**src/rtl/tdm_demux4.sv**
```systemverilog
// Four-channel TDM receiver: frames a sync-marked serial stream into four WIDTH-bit slots
// and presents each completed slot on its own registered channel with valid strobes.
module tdm_demux4 #(
    parameter int unsigned WIDTH = 4
) (
    input  logic             clk,
    input  logic             rst_n,
    input  logic             bit_en,
    input  logic             din,
    input  logic             frame_sync,
    output logic [WIDTH-1:0] ch0,
    output logic [WIDTH-1:0] ch1,
    output logic [WIDTH-1:0] ch2,
    output logic [WIDTH-1:0] ch3,
    output logic [3:0]       slot_valid,
    output logic             frame_valid,
    output logic             sync_err,
    output logic             busy
);

    localparam int unsigned CntW = $clog2(WIDTH);
    localparam logic [CntW-1:0] LastBit = CntW'(WIDTH - 1);

    typedef enum logic [0:0] {StHunt, StRecv} state_e;

    state_e                state_q, state_d;
    logic [CntW-1:0]       bit_cnt_q, bit_cnt_d;
    logic [1:0]            slot_q, slot_d;
    // Only the WIDTH-1 earlier bits are held; the last bit goes straight from din.
    logic [WIDTH-2:0]      shift_q, shift_d;
    logic [WIDTH-1:0]      ch_q [4];
    logic [WIDTH-1:0]      ch_d [4];
    logic [3:0]            slot_valid_q, slot_valid_d;
    logic                  frame_valid_q, frame_valid_d;
    logic                  sync_err_q, sync_err_d;
    logic                  busy_q;

    always_comb begin
        state_d       = state_q;
        bit_cnt_d     = bit_cnt_q;
        slot_d        = slot_q;
        shift_d       = shift_q;
        ch_d          = ch_q;
        slot_valid_d  = 4'b0000;
        frame_valid_d = 1'b0;
        sync_err_d    = 1'b0;

        if (bit_en) begin
            unique case (state_q)
                StHunt: begin
                    if (frame_sync) begin
                        shift_d   = (WIDTH-1)'(din);
                        bit_cnt_d = CntW'(1);
                        slot_d    = 2'd0;
                        state_d   = StRecv;
                    end
                end
                StRecv: begin
                    if (frame_sync) begin
                        // Sync mid-frame: drop the partial slot and restart on this bit.
                        sync_err_d = 1'b1;
                        shift_d    = (WIDTH-1)'(din);
                        bit_cnt_d  = CntW'(1);
                        slot_d     = 2'd0;
                    end else if (bit_cnt_q == LastBit) begin
                        ch_d[slot_q]         = {shift_q, din};
                        slot_valid_d[slot_q] = 1'b1;
                        bit_cnt_d            = '0;
                        slot_d               = slot_q + 2'd1;
                        if (slot_q == 2'd3) begin
                            frame_valid_d = 1'b1;
                            state_d       = StHunt;
                        end
                    end else begin
                        shift_d   = (WIDTH-1)'({shift_q, din});
                        bit_cnt_d = bit_cnt_q + 1'b1;
                    end
                end
                default: state_d = StHunt;
            endcase
        end
    end

    always_ff @(posedge clk or negedge rst_n) begin
        if (!rst_n) begin
            state_q       <= StHunt;
            bit_cnt_q     <= '0;
            slot_q        <= 2'd0;
            shift_q       <= '0;
            ch_q[0]       <= '0;
            ch_q[1]       <= '0;
            ch_q[2]       <= '0;
            ch_q[3]       <= '0;
            slot_valid_q  <= 4'b0000;
            frame_valid_q <= 1'b0;
            sync_err_q    <= 1'b0;
            busy_q        <= 1'b0;
        end else begin
            state_q       <= state_d;
            bit_cnt_q     <= bit_cnt_d;
            slot_q        <= slot_d;
            shift_q       <= shift_d;
            ch_q[0]       <= ch_d[0];
            ch_q[1]       <= ch_d[1];
            ch_q[2]       <= ch_d[2];
            ch_q[3]       <= ch_d[3];
            slot_valid_q  <= slot_valid_d;
            frame_valid_q <= frame_valid_d;
            sync_err_q    <= sync_err_d;
            busy_q        <= (state_d == StRecv);
        end
    end

    assign ch0         = ch_q[0];
    assign ch1         = ch_q[1];
    assign ch2         = ch_q[2];
    assign ch3         = ch_q[3];
    assign slot_valid  = slot_valid_q;
    assign frame_valid = frame_valid_q;
    assign sync_err    = sync_err_q;
    assign busy        = busy_q;

endmodule

```
**config.mk**
```make
export PLATFORM = sky130hd
export DESIGN_NAME = tdm_demux4
export DESIGN_NICKNAME = d
export VERILOG_FILES = /design/src/rtl/tdm_demux4.sv
export SDC_FILE = /design/constraint.sdc
export NUM_CORES = 1
export LEC_CHECK = 0
export ABC_AREA = 1
export CAP_MARGIN = 0
export CORE_ASPECT_RATIO = 2
export CORE_MARGIN = 3
export CORE_UTILIZATION = 48
export DETAILED_ROUTE_END_ITERATION = 10
export GPL_ROUTABILITY_DRIVEN = 0
export PLACE_DENSITY = 0.76
export SYNTH_ARGS = -nofsm -noshare
export SYNTH_HDL_FRONTEND = slang
export SYNTH_SLANG_ARGS = --single-unit
```
**constraint.sdc**
```tcl
create_clock -name clk -period 2.8 [get_ports clk]
set_clock_uncertainty 0.1 [all_clocks]
set_input_delay 0.56 -clock clk [delete_from_list [all_inputs] [get_ports clk]]
set_output_delay 0.56 -clock clk [all_outputs]
set_load 0.01 [all_outputs]
```
* After elaboration in Yosys (flattened, before gate mapping)
Index checks and enable logic that the tools add are counted.
** Word-level totals
- Register bits :: 30
- Word-level logic and storage cells :: 64
** Operators by class
- $add $sub $neg :: 2
- Order comparisons :: 4
- Equal/unequal tests :: 5
- Multiplexer cells :: 33
- Bitwise gates (word level) :: 3
- Reductions and logical operators :: 6
** Operators with widths (count)
- $mux 4 :: 5
- $bwmux 16 :: 1
- $mux 1 :: 12
- $mux 2 :: 6
- $mux 3 :: 3
- $demux 4 s2 :: 1
- $pmux 2 s2 :: 2
- $pmux 3 s2 :: 1
- $reduce_and 3->1 :: 2
- $add 2x1->2 const B :: 2
- $eq 2x2->1 const B :: 2
- $reduce_and 4->1 :: 1
- $ge 3x3->1 const B :: 1
- $lt 2x3->1 const B :: 1
- $lt 3x1->1 const B :: 1
- $ne 3x2->1 const B :: 1
- $ne 3x3->1 const B :: 1
- $not 2->3 :: 1
- $demux 1 s2 :: 1
- $ge 2x1->1 const B :: 1
- $logic_and 1x1->1 :: 2
- $ne 2x2->1 const B :: 1
- $not 1->1 :: 2
- $pmux 1 s2 :: 1
- $reduce_and 2->1 :: 1

* Logic depth before layout (Yosys ltp)
Gate-level depths: netlist of run 1.
- Word-level depth :: 8
- Mapped depth :: 6
- Gate-level depth less buffers :: 6

* Least setup slack after synthesis of run 1
Ideal clock, no wire load.
- Kind :: input -> register
- From :: in bit_en
- To :: reg ch_q (netlist bit ch3[0])
- Setup time :: 117 ps
- Arrival time :: 1107 ps
- Data required time :: 2583 ps
- Path slack :: 1476 ps
- Stages on the path :: 6
- Path buffers :: 1
- Cells stage by stage :: buf_4 -> nand2_2 -> inv_1 -> nand2_2 -> nand2_1 -> nand2_1
** On the way
- Cells in the longest elaborated chain, start to end :: 1
** Ends and longest elaborated chain
- start: declaration :: line 8 : input logic bit_en,
- $reduce_and 4->1 (no source line)
- end: declaration :: line 31 : logic [WIDTH-1:0] ch_q [4];
Every way passes these cells.
A chain may end at the register's enable or synchronous reset.

* Worst setup path after layout of run 1
- From :: reg busy_q, in the netlist busy
- To :: out busy
** RTL lines
- start: declaration :: line 36 : logic busy_q;
- start signal: assignment :: line 110 : busy_q <= (state_d == StRecv);
- end: declaration :: line 18 : output logic busy
No word-level cell between the ends.

==> impl_metrics.json, run 1 <==
{
  "leakage_power_of_the_design_uw": 0.000879,
  "maxCapViolations": 0,
  "worst_ir_drop_vdd_v": 0.000497,
  "hold_path_depth": 2,
  "tritoncts_num_sinks": 29,
  "ys.warnings.count": 0,
  "worstRegToRegCells": 5,
  "drc": 0,
  "critical_path.endpoint": "busy",
  "launching_instance_or_port_of_the_critical_path": "busy",
  "ys_seq_area_frac": 0.541,
  "postRouteAntennaNets": 0,
  "floorplan.initialDensity": 0.515,
  "crit_required_ps": 2140,
  "port_buffers": 27,
  "tightest_slew_ps": 518,
  "number_of_diodes": 0,
  "synth.mux.area_fraction": 0,
  "syn-mean-instance-area_sq_um": 9.25,
  "startpoint_type": "flip-flop",
  "adder_cell_share_of_the_synthesized_area": 0.0466,
  "synth_simple_gate_area_share": 0.299,
  "first_pass_grt_wire_length_um": 4260,
  "timing.critical_path.slowest_stage_cell": "sky130_fd_sc_hd__dfrtp_1",
  "post_route_cells_drive_above_1_share": 0.114,
  "fp.coreArea_sq_mm": 0.00260,
  "cts_max_level": 2,
  "floorplan.die_area_sq_mm": 0.00350,
  "fill_cells": 228,
  "avgRoutedWirePerCell_um": 12.3,
  "report.final.slew_viol_count": 0,
  "setup.worst_path.class": "reg -> out",
  "yosys_register_bits": 29,
  "globalRouteOverflowTotal": 0,
  "final-setup-viol-count": 0,
  "placement.cell_area_sq_mm": 0.00162,
  "synth_xor_area_frac": 0,
  "timing.hold.worst.start": "ch0[3]",
  "num_vias": 1010,
  "dominant_combinational_cell_family_by_area_after_synthesis": "simple AND/OR/NAND/NOR gates",
  "post_route_clock_period_utilization": 0.791,
  "vias_per_cell": 4.95,
  "worstSkewPairLatency_ps": 280,
  "place_worst_setup_slack_ps": 721,
  "first_iter_violations": 12,
  "hold_violations": 0,
  "cts_repair_resize_count": 0,
  "cts_hold_repair.buffers": 0,
  "cp_cell_sequence": "clkdlybuf4s50_1",
  "design_area_sq_mm": 0.00171,
  "r2r_start": "bit_cnt_q[0]",
  "die_span_y_um": 80.8,
  "layout_min_cycle_time_ps": 2210,
  "netlist_area_sq_mm": 0.00134,
  "grt_pass1_vias": 1012,
  "p_per_area_mw_per_mm2": 768,
  "placementRows": 26,
  "critPathArrivalTime_ps": 1550,
  "cp_max_fo": 10,
  "area.growth.synth_to_final_pct": 27.2,
  "outcome": "completed",
  "clock_transition_at_path_regs_ps": 60,
  "gr-usage-all-layers": 0.168,
  "clock_tree.buffer_depth": 2,
  "crit_family": "flip-flops",
  "fmaxAchievable_ghz": 0.451,
  "finalNetCount": 186,
  "worst-path-stages": 1,
  "critical-path-max-stage-delay_ps": 640,
  "overall_power_uw": 1310,
  "cts_tree": "yes",
  "cts-root-buf": "sky130_fd_sc_hd__clkbuf_8",
  "synth_compound_gate_area_share": 0.0513,
  "cts_buffers": 5,
  "hpwlAfterDp_um": 1960,
  "num_io_pins": 28,
  "post_synth_inst_count": 145,
  "rsz0062_at_grt": "false",
  "fin_setup_tns_ps": 0,
  "worst_setup_path_end_kind": "primary output",
  "critical_path.n_buffers_inverters": 1,
  "worstHoldPathType": "reg -> reg",
  "grt_start_max_net_pins": 30,
  "post-cts-setup-buffer-count": 0,
  "unique_cell_type_count_in_the_yosys_netlist": 17,
  "postSynthNetCount": 155,
  "totalWireLength_um": 2510,
  "r2r-end": "ch1[2]",
  "die_width_um": 43.4,
  "antenna_found_initial": 0,
  "final.setup.worst_slack_ps": 585,
  "maxSlewHeadroom": 0.653,
  "drt_pre_antenna_iters": 2,
  "timing.reg2reg.setup_slack_ps": 1460
}
-- through the flow --
stage	hold WS, ps	instances	util
floorplan	164	145	-
global placement	359	197	0.623
detailed placement	363	197	0.623
CTS	378	204	0.656
global route	409	204	0.656
finish	375	204	0.656
-- worst min path at each step --
stage | to | slack (ps)
after global routing | ch3[1] | 410
after global placement | ch2[1] | 360
after floorplan | bit_cnt_q[0] | 160
after detailed placement | ch3[1] | 360
after CTS | ch3[1] | 380
final | ch0[3] | 370
-- Yosys cell counts --
master,n,area [sq um]
sky130_fd_sc_hd__o21ai_0,3,15.0
sky130_fd_sc_hd__nor2_2,1,6.26
sky130_fd_sc_hd__buf_6,1,11.3
sky130_fd_sc_hd__nand3_1,13,65.1
sky130_fd_sc_hd__nand2_2,3,18.8
sky130_fd_sc_hd__buf_4,3,22.5
sky130_fd_sc_hd__o21ai_1,9,45.0
sky130_fd_sc_hd__nand3_4,3,52.6
sky130_fd_sc_hd__inv_2,1,3.75
sky130_fd_sc_hd__inv_1,12,45.0
sky130_fd_sc_hd__nor2_1,5,18.8
sky130_fd_sc_hd__nand2_4,1,11.3
sky130_fd_sc_hd__dfrtp_1,29,726
sky130_fd_sc_hd__nand2_1,52,195
sky130_fd_sc_hd__o21ai_2,1,8.76
sky130_fd_sc_hd__nor2_4,3,33.8
sky130_fd_sc_hd__ha_1,5,62.6
-- cell type report --
| class | count | area, sq um | area share |
|---|---|---|---|
| Inverter | 13 | 48.8 | 0.0286 |
| Multi-Input combinational cell | 99 | 533 | 0.312 |
| Sequential cell | 29 | 726 | 0.425 |
| Tap cell | 28 | 35.0 | 0.0205 |
| Clock buffer | 7 | 86.3 | 0.0506 |
| Timing Repair Buffer | 28 | 278 | 0.163 |
-- cells in the final DEF, fill, tap and decap left out, types with 3 or more instances in the layout --
master	Yosys	final
sky130_fd_sc_hd__clkbuf_8	0	6
sky130_fd_sc_hd__clkdlybuf4s50_1	0	27
sky130_fd_sc_hd__dfrtp_1	29	29
sky130_fd_sc_hd__ha_1	5	5
sky130_fd_sc_hd__inv_1	12	12
sky130_fd_sc_hd__nand2_1	52	52
sky130_fd_sc_hd__nand2_2	3	3
sky130_fd_sc_hd__nand3_1	13	13
sky130_fd_sc_hd__nand3_4	3	3
sky130_fd_sc_hd__nor2_1	5	5
sky130_fd_sc_hd__nor2_4	3	3
sky130_fd_sc_hd__o21ai_0	3	3
sky130_fd_sc_hd__o21ai_1	9	9
-- per-layer routing --
layer	GRT usage	share of wire	up-vias	routed length, um
met4	0.112	0.037	0	92
met2	0.298	0.56	22	1400
met1	0.161	0.37	467	934
met5	0	0	-	0
met3	0.0466	0.034	7	86
li1	-	-	514	-
-- where the power goes --
group / total [uW] / switching [uW] / leakage [uW] / internal [uW]
sequential: 579 / 69.1 / 0.000386 / 510
combinational: 394 / 202 / 0.000448 / 191
clock: 338 / 144 / 0.0000443 / 194
-- state kept, by name, summed over array words and instances (netlist names) --
| signal | flops |
|---|---|
| frame_valid | 1 |
| slot_valid | 3 |
| sync_err | 1 |
| ch2 | 4 |
| slot_q | 2 |
| ch0 | 4 |
| bit_cnt_q | 2 |
| shift_q | 3 |
| ch3 | 4 |
| ch1 | 4 |
| busy | 1 |
-- cell families (layout without fill, tap and decap cells) --
group | after synthesis | in the layout
AOI/OAI and AO/OA | 13 | 13
DFF | 29 | 29
adders and majority gates | 5 | 5
buffers and inverters | 17 | 48
and+or+nand+nor | 81 | 81
No activity file was read; power rests on OpenSTA's default activity.
==> run 2: changes to the inputs <==
- clock period: 2.8 -> 2.3 ns (I/O delays scaled with it)
==> impl_metrics.json, run 2 (synthesis gave the netlist of run 1 again) <==
{
  "outcome": "completed",
  "cp_max_fo": 2,
  "leakage_power_of_the_design_uw": 0.000884,
  "timing.critical_path.slowest_stage_cell": "sky130_fd_sc_hd__clkdlybuf4s50_1",
  "hold_violations": 0,
  "globalRouteOverflowTotal": 0,
  "num_vias": 1029,
  "post_route_cells_drive_above_1_share": 0.124,
  "fill_cells": 217,
  "maxSlewHeadroom": 0.647,
  "whs_ps": 375,
  "p_per_area_mw_per_mm2": 919,
  "timing.reg2reg.setup_slack_ps": 950,
  "gr-usage-all-layers": 0.171,
  "mostFrequentLayoutCells": "sky130_fd_sc_hd__nand2_1 (52), sky130_fd_sc_hd__dfrtp_1 (29), sky130_fd_sc_hd__clkdlybuf4s50_1 (27)",
  "internal_power_uw": 1060,
  "first_pass_grt_wire_length_um": 4400,
  "layout_commonest_cell": "sky130_fd_sc_hd__nand2_1",
  "hpwlAfterDp_um": 1990,
  "crit_required_ps": 1740,
  "worst_setup_path_end_kind": "primary output",
  "clock_transition_at_path_regs_ps": 60,
  "number_of_diodes": 0,
  "clock_tree.buffer_depth": 2,
  "final.setup.worst_slack_ps": 565,
  "drc": 0,
  "clock_power_share": 0.245,
  "cts-root-buf": "sky130_fd_sc_hd__clkbuf_8",
  "cp_cell_sequence": "clkdlybuf4s50_1",
  "worst-path-stages": 1,
  "tightest_slew_ps": 528,
  "postRouteAntennaNets": 0,
  "worstRegToRegCells": 5,
  "grt_pass1_vias": 993,
  "vias_per_cell": 5.00,
  "die_span_y_um": 80.8,
  "rsz0062_at_grt": "false",
  "critical_path.n_buffers_inverters": 1,
  "crit_family": "buffers and inverters",
  "num_io_pins": 28,
  "cts_buffers": 5,
  "layout_min_cycle_time_ps": 1730,
  "avgRoutedWirePerCell_um": 12.3,
  "startpoint_type": "flip-flop",
  "cts_repair_resize_count": 0,
  "fin_setup_tns_ps": 0,
  "port_buffers": 27,
  "worstSkewPairLatency_ps": 270,
  "die_width_um": 43.4,
  "power.sequential.fraction": 0.446,
  "grt_start_max_net_pins": 30,
  "floorplan.initialDensity": 0.515,
  "first_iter_violations": 25,
  "final-setup-viol-count": 0,
  "maxCapViolations": 0,
  "multi_input_comb_area_sq_um": 533,
  "post_route_clock_period_utilization": 0.754,
  "cts_hold_repair.buffers": 0,
  "totalWireLength_um": 2540,
  "fp.coreArea_sq_mm": 0.00260,
  "cts_tree": "yes",
  "fmaxAchievable_ghz": 0.576,
  "post-cts-setup-buffer-count": 0,
  "place_worst_setup_slack_ps": 325,
  "critical-path-max-stage-delay_ps": 540,
  "critPathArrivalTime_ps": 1170,
  "regArea_sq_um": 726,
  "worst_ir_drop_vdd_v": 0.000482,
  "worstHoldPathType": "reg -> reg",
  "sw_frac_of_total": 0.325,
  "p_comb_frac": 0.308,
  "cts_max_level": 2,
  "finalNetCount": 187,
  "hold_path_depth": 2,
  "antenna_found_initial": 0,
  "setup.worst_path.class": "reg -> out",
  "placementRows": 26,
  "floorplan.die_area_sq_mm": 0.00350,
  "drt_pre_antenna_iters": 4,
  "report.final.slew_viol_count": 0,
  "area.growth.synth_to_final_pct": 27.5,
  "tritoncts_num_sinks": 29,
  "p_switching_uw": 511
}
==> run 2: cell count changes in the layout (fill, tap and decap cells not counted), sizes merged <==
cell	delta
clkbuf	-1
clkinv	+2
buf	+1
==> run 2: final cells by class <==
cell class	instances	area share
clock inverters	2	0.00585
repair buffers	29	0.167
flip-flops and latches	29	0.424
inverters	13	0.0285
well taps	28	0.0205
multi-input cells	99	0.312
clock buffers	6	0.0424
==> run 2: layer usage <==
metal / vias to the layer above / track usage / routed length (um)
met3: 5 / 0.0399 / 75
met4: 0 / 0.0816 / 54
met5: - / 0 / 0
met2: 17 / 0.312 / 1490
li1: 518 / - / -
met1: 489 / 0.176 / 922
==> run 2: metrics by stage <==
step	instances	power, uW	instance area, sq um	util
floorplan	145	982	1340	-
global placement	198	1180	1630	0.625
detailed placement	198	1210	1630	0.625
CTS	206	1600	1710	0.657
global route	206	1680	1710	0.657
finish	206	1570	1710	0.657
==> run 2: final timing paths <==
| path | from | end |
|---|---|---|
| worst max-delay path | ch3[0] | ch3[0] |
| worst min-delay path | ch2[1] | ch2[1] |
| worst max register to register | bit_cnt_q[0] | ch1[2] |
| worst min register to register | ch2[1] | ch2[1] |
| max in group asynchronous | rst_n | ch0[3] |
| min in group asynchronous | rst_n | bit_cnt_q[1] |
==> run 2: power by group through the flow <==
| stage | combinational, uW | sequential [uW] | clock, uW |
|---|---|---|---|
| global placement | 478 | 706 | 0 |
| global route | 544 | 719 | 421 |
| finish | 485 | 702 | 386 |
| floorplan | 251 | 731 | 0 |
| detailed placement | 494 | 714 | 0 |
| CTS | 495 | 705 | 396 |
==> run 2: tightest hold or removal path, stage by stage (launching register included) <==
cell and delay [ps]:
sky130_fd_sc_hd__dfrtp_1 330, sky130_fd_sc_hd__o21ai_1 60, sky130_fd_sc_hd__nand2_1 50
==> run 3: changes to the inputs <==
- clock period: 2.3 -> 1.7 ns (I/O delays scaled with it)
==> impl_metrics.json, run 3 (synthesis gave the netlist of run 1 again) <==
{
  "outcome": "completed",
  "worst-path-stages": 1,
  "cts_buffers": 5,
  "tightest_slew_ps": 361,
  "crit_required_ps": 1260,
  "rsz0062_at_grt": "false",
  "maxCapViolations": 0,
  "worstRegToRegCells": 6,
  "hpwlAfterDp_um": 2200,
  "worstSkewPairLatency_ps": 280,
  "critical_path.endpoint": "ch1[3]",
  "p_per_area_mw_per_mm2": 1250,
  "layout_commonest_cell": "sky130_fd_sc_hd__nand2_1",
  "num_vias": 1038,
  "hold_violations": 0,
  "drt_pre_antenna_iters": 4,
  "number_of_diodes": 0,
  "worst_ir_drop_vdd_v": 0.000745,
  "report.final.slew_viol_count": 0,
  "critical_path.n_buffers_inverters": 1,
  "leakage_power_of_the_design_uw": 0.000893,
  "layout_min_cycle_time_ps": 1620,
  "cp_max_fo": 2,
  "post_route_clock_period_utilization": 0.951,
  "post-cts-setup-buffer-count": 0,
  "clock_transition_at_path_regs_ps": 60,
  "port_buffers": 27,
  "fp.coreArea_sq_mm": 0.00260,
  "maxSlewHeadroom": 0.759,
  "critPathArrivalTime_ps": 1180,
  "vias_per_cell": 4.99,
  "first_pass_grt_wire_length_um": 4860,
  "postRouteAntennaNets": 0,
  "placementRows": 26,
  "antenna_found_initial": 0,
  "cts_hold_repair.buffers": 0,
  "grt_start_max_net_pins": 30,
  "tritoncts_num_sinks": 29,
  "timing.critical_path.slowest_stage_cell": "sky130_fd_sc_hd__clkdlybuf4s50_1",
  "grt_pass1_vias": 1099,
  "post_route_cells_drive_above_1_share": 0.133,
  "overall_power_uw": 2150,
  "drc": 0,
  "die_span_y_um": 80.8,
  "area.growth.synth_to_final_pct": 28.6,
  "timing.reg2reg.setup_slack_ps": 290,
  "totalWireLength_um": 2720,
  "cts_max_level": 2,
  "cts_repair_resize_count": 0,
  "floorplan.die_area_sq_mm": 0.00350,
  "avgRoutedWirePerCell_um": 13.1,
  "clock_tree.buffer_depth": 2,
  "r2r_start": "bit_cnt_q[0]",
  "finalNetCount": 189,
  "worst_setup_path_end_kind": "primary output",
  "worstHoldPathType": "in -> async",
  "cts-root-buf": "sky130_fd_sc_hd__clkbuf_8",
  "r2r-end": "ch3[3]",
  "final-setup-viol-count": 0,
  "startpoint_type": "flip-flop",
  "first_iter_violations": 17,
  "num_io_pins": 28,
  "mostFrequentLayoutCells": "sky130_fd_sc_hd__nand2_1 (52), sky130_fd_sc_hd__dfrtp_1 (29), sky130_fd_sc_hd__clkdlybuf4s50_1 (27)",
  "floorplan.initialDensity": 0.515,
  "gr-usage-all-layers": 0.191,
  "critical-path-max-stage-delay_ps": 550,
  "cp_cell_sequence": "clkdlybuf4s50_1",
  "die_width_um": 43.4,
  "whs_ps": 336,
  "fill_cells": 226,
  "crit_family": "buffers and inverters",
  "setup.worst_path.class": "reg -> out",
  "fmaxAchievable_ghz": 0.618,
  "cts_tree": "yes",
  "fin_setup_tns_ps": 0,
  "globalRouteOverflowTotal": 0,
  "launching_instance_or_port_of_the_critical_path": "ch1[3]"
}
## run 3: changes by cell type in the layout (fill, tap and decap cells not counted), sizes merged
cell / change
buf: +2
## run 3: worst min path at each step
| stage | startpoint | end | slack, ps | cells past startpoint |
|---|---|---|---|---|
| floorplan | rst_n | bit_cnt_q[0] | -60 | 0 |
| finish | rst_n | sync_err | 340 | 2 |
| global route | rst_n | ch3[1] | 380 | 2 |
| global placement | ch3[0] | ch3[0] | 360 | 2 |
| CTS | rst_n | ch2[0] | 350 | 2 |
| detailed placement | ch1[0] | ch1[0] | 370 | 2 |
## run 3: layout make-up
cell class | count | area, sq um | area share
Sequential cell | 29 | 726 | 0.421
Multi-Input combinational cell | 99 | 533 | 0.309
Tap cell | 28 | 35.0 | 0.0203
Timing Repair Buffer | 31 | 300 | 0.174
Clock inverter | 2 | 10.0 | 0.00580
Inverter | 13 | 48.8 | 0.0283
Clock buffer | 6 | 72.6 | 0.0421
## run 3: through the flow
step,std cells,util,worst slack [ps],instance area [sq um]
floorplan,145,-,474,1340
global placement,200,0.631,84.9,1640
detailed placement,200,0.631,27.7,1640
CTS,208,0.663,66.0,1730
global route,208,0.663,23.6,1730
finish,208,0.663,83.1,1730
## run 3: report_power, final
group | switching, uW | leakage [uW] | internal (uW)
sequential | 116 | 0.000386 | 839
clock | 248 | 0.0000450 | 283
combinational | 347 | 0.000462 | 320
total | 711 | 0.000893 | 1440
## run 3: metal layers
metal | global-route usage | up-vias | routed length (um)
li1 | - | 524 | -
met1 | 0.182 | 492 | 925
met2 | 0.355 | 16 | 1650
met3 | 0.0488 | 6 | 84
met4 | 0.106 | 0 | 62
met5 | 0 | - | 0
